--- src/rtl/mem_arb_pkg.sv ---
// Shared types and constants for the RAM port arbiter.
package mem_arb_pkg;

    typedef enum logic [1:0] {IDLE, READ, WRITE, RESP} state_t;

    localparam logic [1:0] REQ_IFETCH = 2'd0;
    localparam logic [1:0] REQ_DREAD  = 2'd1;
    localparam logic [1:0] REQ_DWRITE = 2'd2;

    localparam int unsigned TID_W_DEFAULT = 2;
    typedef logic [TID_W_DEFAULT-1:0] tid_t;

endpackage

--- src/rtl/ram_port_arbiter_if.sv ---
// Requester and RAM-side signals of the shared RAM port arbiter.
interface ram_port_arbiter_if #(
    parameter int unsigned TID_W = 2
);
    logic [2:0]       ReqValid;
    logic [31:0]      IfAddress;
    logic [31:0]      DcReadAddress;
    logic [31:0]      DcWriteAddress;
    logic [31:0]      DcWriteData;
    logic [TID_W-1:0] IfTID;
    logic [TID_W-1:0] DcReadTID;
    logic [TID_W-1:0] DcWriteTID;
    logic [2:0]       ReqAck;
    logic [31:0]      RespData;
    logic             RespError;
    logic             DoneValid;
    logic [TID_W-1:0] DoneForTID;
    logic             Busy;
    logic             RamRead;
    logic             RamWrite;
    logic [31:0]      RamReadAddress;
    logic [31:0]      RamWriteAddress;
    logic [31:0]      RamWriteData;
    logic [31:0]      RamData;
    logic             DoneReadingData;
    logic             DoneWritingData;

    modport slave (
        input  ReqValid, IfAddress, DcReadAddress, DcWriteAddress, DcWriteData,
        input  IfTID, DcReadTID, DcWriteTID, RamData, DoneReadingData, DoneWritingData,
        output ReqAck, RespData, RespError, DoneValid, DoneForTID, Busy,
        output RamRead, RamWrite, RamReadAddress, RamWriteAddress, RamWriteData
    );

    modport master (
        output ReqValid, IfAddress, DcReadAddress, DcWriteAddress, DcWriteData,
        output IfTID, DcReadTID, DcWriteTID, RamData, DoneReadingData, DoneWritingData,
        input  ReqAck, RespData, RespError, DoneValid, DoneForTID, Busy,
        input  RamRead, RamWrite, RamReadAddress, RamWriteAddress, RamWriteData
    );
endinterface

--- src/rtl/rr_pick3.sv ---
// Three-way round-robin picker with a forced store-first override.
module rr_pick3
    import mem_arb_pkg::*;
(
    input  logic [2:0] req,
    input  logic [1:0] last,
    input  logic       override,
    output logic [2:0] grant,
    output logic [1:0] idx
);
    logic [1:0] cand;

    always_comb begin
        grant = '0;
        idx   = '0;
        cand  = '0;
        // Scan lowest priority first so the highest-priority hit is written last.
        for (int k = 2; k >= 0; k--) begin
            cand = 2'((int'(last) + 1 + k) % 3);
            if (req[cand]) begin
                grant = 3'b001 << cand;
                idx   = cand;
            end
        end
        if (override) begin
            grant = 3'b100;
            idx   = REQ_DWRITE;
        end
    end
endmodule

--- src/rtl/ram_port_arbiter.sv ---
// Single-outstanding scheduler of ifetch refill, dcache refill and dcache store onto one
// RAM port; completions carry the requester's hart ID and a timeout error flag.
module ram_port_arbiter
    import mem_arb_pkg::*;
#(
    parameter int unsigned TIMEOUT_CYCLES = 255,
    parameter int unsigned TID_W          = 2
) (
    input logic              clk,
    input logic              Reset,
    ram_port_arbiter_if.slave bus
);
    localparam int unsigned CntW = ($clog2(TIMEOUT_CYCLES) > 8) ? $clog2(TIMEOUT_CYCLES) : 8;
    localparam logic [CntW-1:0] CntLast = CntW'(TIMEOUT_CYCLES - 1);

    state_t           state;
    logic [1:0]       lastPtr;
    logic [2:0]       winGrant;
    logic [TID_W-1:0] winTid;
    logic [CntW-1:0]  count;
    logic [2:0]       pickGrant;
    logic [1:0]       pickIdx;
    logic             storeFirst;

    // A refill must not overtake a pending store to the same word.
    assign storeFirst = bus.ReqValid[REQ_DREAD] & bus.ReqValid[REQ_DWRITE] &
                        (bus.DcReadAddress[31:2] == bus.DcWriteAddress[31:2]);

    rr_pick3 u_pick (
        .req      (bus.ReqValid),
        .last     (lastPtr),
        .override (storeFirst),
        .grant    (pickGrant),
        .idx      (pickIdx)
    );

    always_ff @(posedge clk or posedge Reset) begin
        if (Reset) begin
            state               <= IDLE;
            lastPtr             <= REQ_DWRITE;
            winGrant            <= '0;
            winTid              <= '0;
            count               <= '0;
            bus.ReqAck          <= '0;
            bus.RespData        <= '0;
            bus.RespError       <= 1'b0;
            bus.DoneValid       <= 1'b0;
            bus.DoneForTID      <= '0;
            bus.Busy            <= 1'b0;
            bus.RamRead         <= 1'b0;
            bus.RamWrite        <= 1'b0;
            bus.RamReadAddress  <= '0;
            bus.RamWriteAddress <= '0;
            bus.RamWriteData    <= '0;
        end else begin
            case (state)
                IDLE: begin
                    if (|bus.ReqValid) begin
                        lastPtr  <= pickIdx;
                        winGrant <= pickGrant;
                        count    <= '0;
                        bus.Busy <= 1'b1;
                        case (pickIdx)
                            REQ_IFETCH: begin
                                bus.RamReadAddress <= bus.IfAddress;
                                winTid             <= bus.IfTID;
                                bus.RamRead        <= 1'b1;
                                state              <= READ;
                            end
                            REQ_DREAD: begin
                                bus.RamReadAddress <= bus.DcReadAddress;
                                winTid             <= bus.DcReadTID;
                                bus.RamRead        <= 1'b1;
                                state              <= READ;
                            end
                            default: begin
                                bus.RamWriteAddress <= bus.DcWriteAddress;
                                bus.RamWriteData    <= bus.DcWriteData;
                                winTid              <= bus.DcWriteTID;
                                bus.RamWrite        <= 1'b1;
                                state               <= WRITE;
                            end
                        endcase
                    end
                end
                READ: begin
                    if (bus.DoneReadingData || count == CntLast) begin
                        bus.RespData   <= bus.DoneReadingData ? bus.RamData : '0;
                        bus.RespError  <= !bus.DoneReadingData;
                        bus.RamRead    <= 1'b0;
                        bus.ReqAck     <= winGrant;
                        bus.DoneValid  <= 1'b1;
                        bus.DoneForTID <= winTid;
                        state          <= RESP;
                    end else begin
                        count <= count + 1'b1;
                    end
                end
                WRITE: begin
                    if (bus.DoneWritingData || count == CntLast) begin
                        bus.RespData   <= '0;
                        bus.RespError  <= !bus.DoneWritingData;
                        bus.RamWrite   <= 1'b0;
                        bus.ReqAck     <= winGrant;
                        bus.DoneValid  <= 1'b1;
                        bus.DoneForTID <= winTid;
                        state          <= RESP;
                    end else begin
                        count <= count + 1'b1;
                    end
                end
                RESP: begin
                    bus.ReqAck    <= '0;
                    bus.DoneValid <= 1'b0;
                    bus.RespError <= 1'b0;
                    bus.Busy      <= 1'b0;
                    state         <= IDLE;
                end
                default: state <= IDLE;
            endcase
        end
    end
endmodule
--- src/flat_wrapper.sv ---
// flat-port wrapper written by rule: the top's interface ports become plain ports
module ram_port_arbiter_flat import mem_arb_pkg::*;
#(
    parameter int unsigned TIMEOUT_CYCLES = 255,
    parameter int unsigned TID_W          = 2
)
  (clk, Reset, bus_ReqValid, bus_IfAddress, bus_DcReadAddress, bus_DcWriteAddress, bus_DcWriteData, bus_IfTID, bus_DcReadTID, bus_DcWriteTID, bus_RamData, bus_DoneReadingData, bus_DoneWritingData, bus_ReqAck, bus_RespData, bus_RespError, bus_DoneValid, bus_DoneForTID, bus_Busy, bus_RamRead, bus_RamWrite, bus_RamReadAddress, bus_RamWriteAddress, bus_RamWriteData);
  ram_port_arbiter_if #(.TID_W(TID_W)) bus_i ();
  input logic clk;
  input logic Reset;
  input wire logic [$bits(bus_i.ReqValid)-1:0] bus_ReqValid;
  input wire logic [$bits(bus_i.IfAddress)-1:0] bus_IfAddress;
  input wire logic [$bits(bus_i.DcReadAddress)-1:0] bus_DcReadAddress;
  input wire logic [$bits(bus_i.DcWriteAddress)-1:0] bus_DcWriteAddress;
  input wire logic [$bits(bus_i.DcWriteData)-1:0] bus_DcWriteData;
  input wire logic [$bits(bus_i.IfTID)-1:0] bus_IfTID;
  input wire logic [$bits(bus_i.DcReadTID)-1:0] bus_DcReadTID;
  input wire logic [$bits(bus_i.DcWriteTID)-1:0] bus_DcWriteTID;
  input wire logic [$bits(bus_i.RamData)-1:0] bus_RamData;
  input wire logic [$bits(bus_i.DoneReadingData)-1:0] bus_DoneReadingData;
  input wire logic [$bits(bus_i.DoneWritingData)-1:0] bus_DoneWritingData;
  output wire logic [$bits(bus_i.ReqAck)-1:0] bus_ReqAck;
  output wire logic [$bits(bus_i.RespData)-1:0] bus_RespData;
  output wire logic [$bits(bus_i.RespError)-1:0] bus_RespError;
  output wire logic [$bits(bus_i.DoneValid)-1:0] bus_DoneValid;
  output wire logic [$bits(bus_i.DoneForTID)-1:0] bus_DoneForTID;
  output wire logic [$bits(bus_i.Busy)-1:0] bus_Busy;
  output wire logic [$bits(bus_i.RamRead)-1:0] bus_RamRead;
  output wire logic [$bits(bus_i.RamWrite)-1:0] bus_RamWrite;
  output wire logic [$bits(bus_i.RamReadAddress)-1:0] bus_RamReadAddress;
  output wire logic [$bits(bus_i.RamWriteAddress)-1:0] bus_RamWriteAddress;
  output wire logic [$bits(bus_i.RamWriteData)-1:0] bus_RamWriteData;
  assign bus_i.ReqValid = bus_ReqValid;
  assign bus_i.IfAddress = bus_IfAddress;
  assign bus_i.DcReadAddress = bus_DcReadAddress;
  assign bus_i.DcWriteAddress = bus_DcWriteAddress;
  assign bus_i.DcWriteData = bus_DcWriteData;
  assign bus_i.IfTID = bus_IfTID;
  assign bus_i.DcReadTID = bus_DcReadTID;
  assign bus_i.DcWriteTID = bus_DcWriteTID;
  assign bus_i.RamData = bus_RamData;
  assign bus_i.DoneReadingData = bus_DoneReadingData;
  assign bus_i.DoneWritingData = bus_DoneWritingData;
  assign bus_ReqAck = bus_i.ReqAck;
  assign bus_RespData = bus_i.RespData;
  assign bus_RespError = bus_i.RespError;
  assign bus_DoneValid = bus_i.DoneValid;
  assign bus_DoneForTID = bus_i.DoneForTID;
  assign bus_Busy = bus_i.Busy;
  assign bus_RamRead = bus_i.RamRead;
  assign bus_RamWrite = bus_i.RamWrite;
  assign bus_RamReadAddress = bus_i.RamReadAddress;
  assign bus_RamWriteAddress = bus_i.RamWriteAddress;
  assign bus_RamWriteData = bus_i.RamWriteData;
  ram_port_arbiter #(.TIMEOUT_CYCLES(TIMEOUT_CYCLES), .TID_W(TID_W)) u_core (.clk(clk), .Reset(Reset), .bus(bus_i));
endmodule
--- config.mk ---
export PLATFORM = sky130hd
export DESIGN_NAME = ram_port_arbiter_flat
export DESIGN_NICKNAME = d
export VERILOG_FILES = /design/src/rtl/mem_arb_pkg.sv /design/src/rtl/ram_port_arbiter_if.sv /design/src/rtl/rr_pick3.sv /design/src/rtl/ram_port_arbiter.sv /design/src/flat_wrapper.sv
export SDC_FILE = /design/constraint.sdc
export NUM_CORES = 1
export LEC_CHECK = 0
export CORE_MARGIN = 5
export CORE_UTILIZATION = 43
export CTS_CLUSTER_SIZE = 12
export DETAILED_ROUTE_END_ITERATION = 16
export PLACE_DENSITY_LB_ADDON = 0.25
export SYNTH_ARGS = -nofsm -noshare
export SYNTH_HDL_FRONTEND = slang
export SYNTH_HIERARCHICAL = 1
export SYNTH_SLANG_ARGS = --single-unit
--- constraint.sdc ---
create_clock -name clk -period 6.9 [get_ports clk]
set_input_delay 1.38 -clock clk [delete_from_list [all_inputs] [get_ports clk]]
set_output_delay 1.38 -clock clk [all_outputs]
set_load 0.02 [all_outputs]
# Word-level counts from Yosys, hierarchy flattened
# Index checks and enable logic that the tools add are counted.
totals:
  inputBits: 173
  wordCells: 121
  register_bits: 155
op_classes:
  reduce_logical: 25
  n_shift: 3
  div: 3
  n_mux: 51
  n_lt_le_gt_ge: 3
  eq_ne: 13
  addsub: 4
  bitwise_logic: 3
ops:
  columns: ["cell", "n"]
  rows:
  - ["one-hot mux 32 bit (2 select lines)", 2]
  - ["remainder unit 32 x 3 -> 32 bit, second input constant", 3]
  - ["two-way mux 32 bit", 3]
  - ["adder 32 x 2 -> 32 bit, second input constant", 1]
  - ["adder 32 x 3 -> 32 bit, second input constant", 1]
  - ["equality test 30 bit", 1]
  - ["two-way mux 8 bit", 3]
  - ["one-hot mux 8 bit (3 select lines)", 1]
  - ["two-way mux 2 bit", 10]
  - ["two-way mux 3 bit", 6]
  - ["AND reduction 3 bit", 5]
  - ["two-way mux 1 bit", 14]
  - ["AND reduction 4 bit", 3]
  - ["nonzero test 2 bit", 5]
  - ["less-than comparator 2 x 3 -> 1 bit, second input constant", 3]
  - ["one-hot mux 3 bit (3 select lines)", 1]
  - ["left shift 1 x 2 -> 3 bit, first input constant", 3]
  - ["adder 8 x 1 -> 8 bit, second input constant", 1]
  - ["equality test 8 bit, second input constant", 1]
  - ["inequality test 2 bit, second input constant", 4]
  - ["one-hot mux 2 bit (2 select lines)", 2]
  - ["one-hot mux 2 bit (4 select lines)", 1]
  - ["binary-select mux 1 bit (select 2 bit)", 3]
  - ["inequality test 2 x 1 -> 1 bit, second input constant", 3]
  - ["other kinds (14)", 25]

# Logic depth before layout (Yosys ltp)
depth:
  ltp_word: 14
  ltp_mapped: 14

# Modules after synthesis
# Netlist, hierarchy kept.
modules_own_cells:
  columns: ["module", "n_inst", "seq_area_each_um2", "area_per_inst_um2", "cells_per_inst"]
  rows:
  - ["ram_port_arbiter", 1, 3880.0, 7060.5, 608]
  - ["rr_pick3", 1, 0.0, 292.8, 38]

# Least setup slack after synthesis
# Ideal clock, no wire load.
synth_path:
  path_type: "input to register"
  startpoint: "input bus_DcWriteAddress[4]"
  endpoint: "register u_core.bus.RamWriteData[10]"
  stages: 12
  slack_ns: 3.078
  required_ns: 6.775
  setup_time_ns: 0.125
  path_buffers: 3
  t_arrival_ns: 3.697
  path_cell_list: "xor2_1 > nor4_1 > nand4_1 > nor4_1 > inv_1 > nand2_1 > inv_1 > or2_2 > clkbuf_1 > buf_2 > buf_2 > mux2_2"
synth_between:
  elab_chain_len: 7
  elab_cells_between_ends: 8
synth_lines:
  columns: ["item", "line_no", "rtl"]
  rows:
  - ["start: declaration", "flat_wrapper.sv:14", "input wire logic [$bits(bus_i.DcWriteAddress)-1:0] bus_DcWriteAddress;"]
  - ["equality test 30 bit (*)", "ram_port_arbiter.sv:27", "(bus.DcReadAddress[31:2] == bus.DcWriteAddress[31:2]);"]
  - ["bitwise AND 1 bit (*)", "ram_port_arbiter.sv:26", "assign storeFirst = bus.ReqValid[REQ_DREAD] & bus.ReqValid[REQ_DWRITE] &"]
  - ["named net u_core.storeFirst", "ram_port_arbiter.sv:23", "logic storeFirst;"]
  - ["two-way mux 2 bit (*)", "rr_pick3.sv:25", "if (override) begin"]
  - ["named net u_core.pickIdx[1]", "ram_port_arbiter.sv:22", "logic [1:0] pickIdx;"]
  - ["equality test 2 x 1 -> 1 bit or logical NOT 2 bit (tied branches)", "ram_port_arbiter.sv:63", "case (pickIdx)"]
  - ["OR reduction 2 bit (no source line) (*)", null, null]
  - ["NOT 1 bit (no source line) (*)", null, null]
  - ["AND reduction 3 bit (no source line) (*)", null, null]
  - ["end signal: assignment", "ram_port_arbiter.sv:78", "bus.RamWriteData <= bus.DcWriteData;"]
  - ["end: declaration", "ram_port_arbiter_if.sv:32", "output RamRead, RamWrite, RamReadAddress, RamWriteAddress, RamWriteData"]
# Mark *: on every way through the listed nets, which the timed path passes. The rest lies on a longest branch.
# A chain may end at the register's enable or synchronous reset.

# Worst setup path after layout
layout_path:
  startpoint: "input bus_ReqValid[2]"
  endpoint: "register u_core.bus.RamReadAddress[25]"
layout_between:
  elab_cells_between_ends: 18
layout_rtl:
  columns: ["item", "line_no", "rtl"]
  rows:
  - ["start: declaration", "flat_wrapper.sv:11", "input wire logic [$bits(bus_i.ReqValid)-1:0] bus_ReqValid;"]
  - ["bitwise AND 1 bit (*) (2 in a row)", "ram_port_arbiter.sv:26", null]
  - ["named net u_core.storeFirst", "ram_port_arbiter.sv:23", null]
  - ["two-way mux 2 bit (*)", "rr_pick3.sv:25", null]
  - ["named net u_core.pickIdx[1]", "ram_port_arbiter.sv:22", null]
  - ["equality test 2 x 1 -> 1 bit or logical NOT 2 bit (tied branches)", "ram_port_arbiter.sv:63", null]
  - ["nonzero test 2 bit (no source line)", null, null]
  - ["AND reduction 3 bit (no source line)", null, null]
  - ["end signal: assignment", "ram_port_arbiter.sv:65", "bus.RamReadAddress <= bus.IfAddress;"]
  - ["end signal: assignment", "ram_port_arbiter.sv:71", "bus.RamReadAddress <= bus.DcReadAddress;"]
  - ["end: declaration", "ram_port_arbiter_if.sv:32", null]
# Mark *: on every way through the listed nets, which the timed path passes. The rest lies on a longest branch. The select of a mux whose other input is x is not followed.

==> summary.md <==
| Metric | Value |
|---|---|
| Post-Syn Nets | 830 |
| # nets final | 1117 |
| Routed Antenna Nets | 0 |
| Final setup vio count | 0 |
| Total GRT Usage | 0.224 |
| Ranking of synthesized cells by area | dfrtp_1, mux2_2, o21ai_0 |
| Clock sink count | 155 |
| Worst hold start | u_core/bus.RamReadAddress[11] |
| Initial Utilization | 0.440 |
| Dominant cell type by area after synthesis | dfrtp_1 |
| Syn Inst Count | about 650 |
| Layout area overhead | 51.6% |
| Setup CP Type | in2reg |
| Drt first-iter violations | 390 |
| H-tree levels | 4 |
| Least-Margin Pin Slew | 1140 ps |
| Outcome | complete, no violations |
| Leakage dissipation | 0.00478 uW |
| CP arrival | 5250 ps |
| FP Rows | 47 |
| Routed len/inst | 19.3 microns |
| Crit path max fanout | 65 |
| Share of the synthesized area in the top cell type | 0.524 |
| P_int | between 3000 and 4000 uW |
| Drt drc | 0 |
| Post-DP HPWL | 16.7 mm |
| Core Util, Final | 0.667 |
| Final hold viol count | 0 |
| CTS Hold Buffers Added | 0 |
| Hold Crit Class | reg2reg |
| Number of synthesized flops with an enable pin | 0 |
| Setup TNS | 0 ps |
| Worst-path clk slew | about 60 ps |
| Layout cells sized above 1 | 0.124 |
| Setup WS pre-CTS | 1460 ps |
| Post-route setup slack | 1890 ps |
| P_sw | 2050 uW |
| DR pass1 iterations | 6 |
| Hold WS | 479 ps |
| Reg power frac | 0.292 |
| CP startpoint kind | input port |
| Clk network pwr share | 0.175 |
| Synth Flop Type | dfrtp_1 |
| Routed wire length | 22.5 mm |
| Global placer's final weighted congestion | 0.825 |
| Clock buffer depth | 2 |
| Syn. warnings | 6 |
| Final non-filler cell total | 1164 |
| Hold Path Depth | 2 |
| F_max | 200 MHz |
| Sw frac | 0.394 |
| R2R Setup Slk | 3220 ps |
| Ports | 311 |
| Sequential element share of the synthesized area | 0.528 |
| Avg Cell Area, Syn | about 11 sq um |
| Core ar. | 16700 sq um |
| Reg2Reg Depth | 10 |
| DIE HEIGHT | 141 microns |
| Dpl cells | 1134 |
| Clock Skew | 10.6 ps |
| Via Count | 6053 |
| Synth cell types | 51 |
| CTS Buf Count | 17 |
| Reg-to-Reg Start | u_core/lastPtr[1] |
| CP Capture Type | register |
| RSZ-0062 raised after global routing | false |
| Required @ worst endpoint | slightly above 7000 ps |
| Slew Viols, Final | 0 |
| Register bit total from synthesis | 155 |
| Most common cell after layout, fill and taps aside | clkdlybuf4s50_1 |
| Largest net degree at the start of global routing | 116 |
| Die outline width | 141 microns |
| CTS resizes | 0 |
| Post-CTS setup buffer count | 0 |
| WHS Endpoint | u_core/bus.RamReadAddress[11] |
| Max VDD drop | 250 uV |
| Worst skew pair latency | 420 ps |
| Initial antenna violation count | 0 |
| Synthesized area | 7350 sq um |
| Ys async rst share | 1.00 |
| Slew HR | 0.241 |
| Maximum capacitance violations | 0 |
| Fin crit share | 0.726 |
| Fill cells | approximately 1300 |
| Die area | 19800 sq um |
| CTS tree | built |
| R2R Path End | u_core/bus.RamReadAddress[4] |
| Pwr/cell area | 466 nW/um^2 |
| Combinational share of power | 0.533 |
| Vias per cell | approximately 5.2 |
| Vias in the first global route | 6182 |
| # diodes | 0 |
| First-pass GRT wire length | ~35 mm |
| CTS Root Cell | clkbuf_16 |
| Grt total ovfl | 0 |
| Period minus WS final | between 5000 and 6000 ps |
| Most frequent cells in the layout | clkdlybuf4s50_1, dfrtp_1, o21ai_0 |
| Port bufs | between 300 and 400 |
==> kinds of logic (layout without fill, tap and decap cells) <==
kind of cell / count (synthesis) / count (layout) / share of synthesized area
AO/OA/AOI/OAI: 126 / 126 / 0.102
adder cells (fa/ha/maj): 11 / 11 / 0.0187
flip-flops: 155 / 155 / 0.528
buffers and inverters: 62 / 360 / 0.0371
XOR/XNOR: 30 / 30 / 0.0357
multiplexers: 110 / 110 / 0.164
AND/OR/NAND/NOR: 152 / 152 / 0.115
==> metrics by stage <==
stage	power [uW]	cell area, sq um
6_report	5200	11100
2_1_floorplan	3150	7350
4_1_cts	5240	11100
3_3_place_gp	4270	10600
5_1_grt	5510	11100
3_5_place_dp	4310	10600
==> final cells by class <==
class / count / area [sq um] / share of cell area
Sequential cell: 155 / 3880 / 0.348
Multi-Input combinational cell: 429 / 3220 / 0.289
Timing Repair Buffer: 316 / 3150 / 0.282
Clock buffer: 19 / 443 / 0.0397
Tap cell: 220 / 275 / 0.0247
Clock inverter: 11 / 123 / 0.0110
Inverter: 14 / 57.6 / 0.00516
==> worst max path at each step <==
stage | to | slack, ps | startpoint | cells after the start
CTS | u_core/bus.RamReadAddress[25] | 1890 | bus_ReqValid[2] | 10
floorplan | u_core/bus.Busy | 1340 | Reset | 1
global route | u_core/bus.RamReadAddress[25] | 1410 | bus_ReqValid[1] | 10
global placement | u_core/state[1] | 1570 | bus_ReqValid[2] | 11
detailed placement | u_core/bus.RamReadAddress[10] | 1460 | bus_ReqValid[2] | 10
finish | u_core/bus.RamReadAddress[25] | 1890 | bus_ReqValid[2] | 10
==> registers in the layout, summed over array words and instances (netlist names), 2 cells and up <==
| signal | count |
|---|---|
| u_core/bus.DoneForTID | 2 |
| u_core/bus.RamWriteData | 32 |
| u_core/winGrant | 3 |
| u_core/bus.ReqAck | 3 |
| u_core/count | 8 |
| u_core/lastPtr | 2 |
| u_core/winTid | 2 |
| u_core/state | 2 |
| u_core/bus.RespData | 32 |
| u_core/bus.RamWriteAddress | 32 |
| u_core/bus.RamReadAddress | 32 |
==> worst max-delay path, stage by stage <==
cell and delay (ps):
clkdlybuf4s50_1 650, nand2_1 90, nor4_1 420, nand4_1 210, nor4_1 830, inv_1 170
nand2_1 300, inv_1 140, nand2b_2 760, o21ai_0 270
==> layer usage <==
| metal | vias to the layer above | wire length (microns) | GRT usage |
|---|---|---|---|
| met5 | - | 0 | 0 |
| met4 | 0 | 504 | 0.0770 |
| met3 | 30 | 2090 | 0.0820 |
| met2 | 237 | 11200 | 0.373 |
| met1 | 2905 | 8710 | 0.269 |
| li1 | 2881 | - | - |
==> power groups by stage <==
stage	logic, uW	clock network, uW	registers [uW]
finish	2770	908	1520
CTS	2790	930	1520
global placement	2760	0	1510
global route	2970	967	1570
floorplan	1220	0	1930
detailed placement	2780	0	1530
==> synth_stat cells, drive strengths merged (6+ instances only) <==
library cell	number
a21oi	7
buf	20
clkbuf	28
dfrtp	154
ha	11
inv	14
mux2	72
mux2i	38
nand2	72
nand4b	32
nor2	8
nor4	6
o21ai	79
o31ai	12
o41ai	8
xnor2	11
xor2	19
No activity file was read; power rests on OpenSTA's default activity.
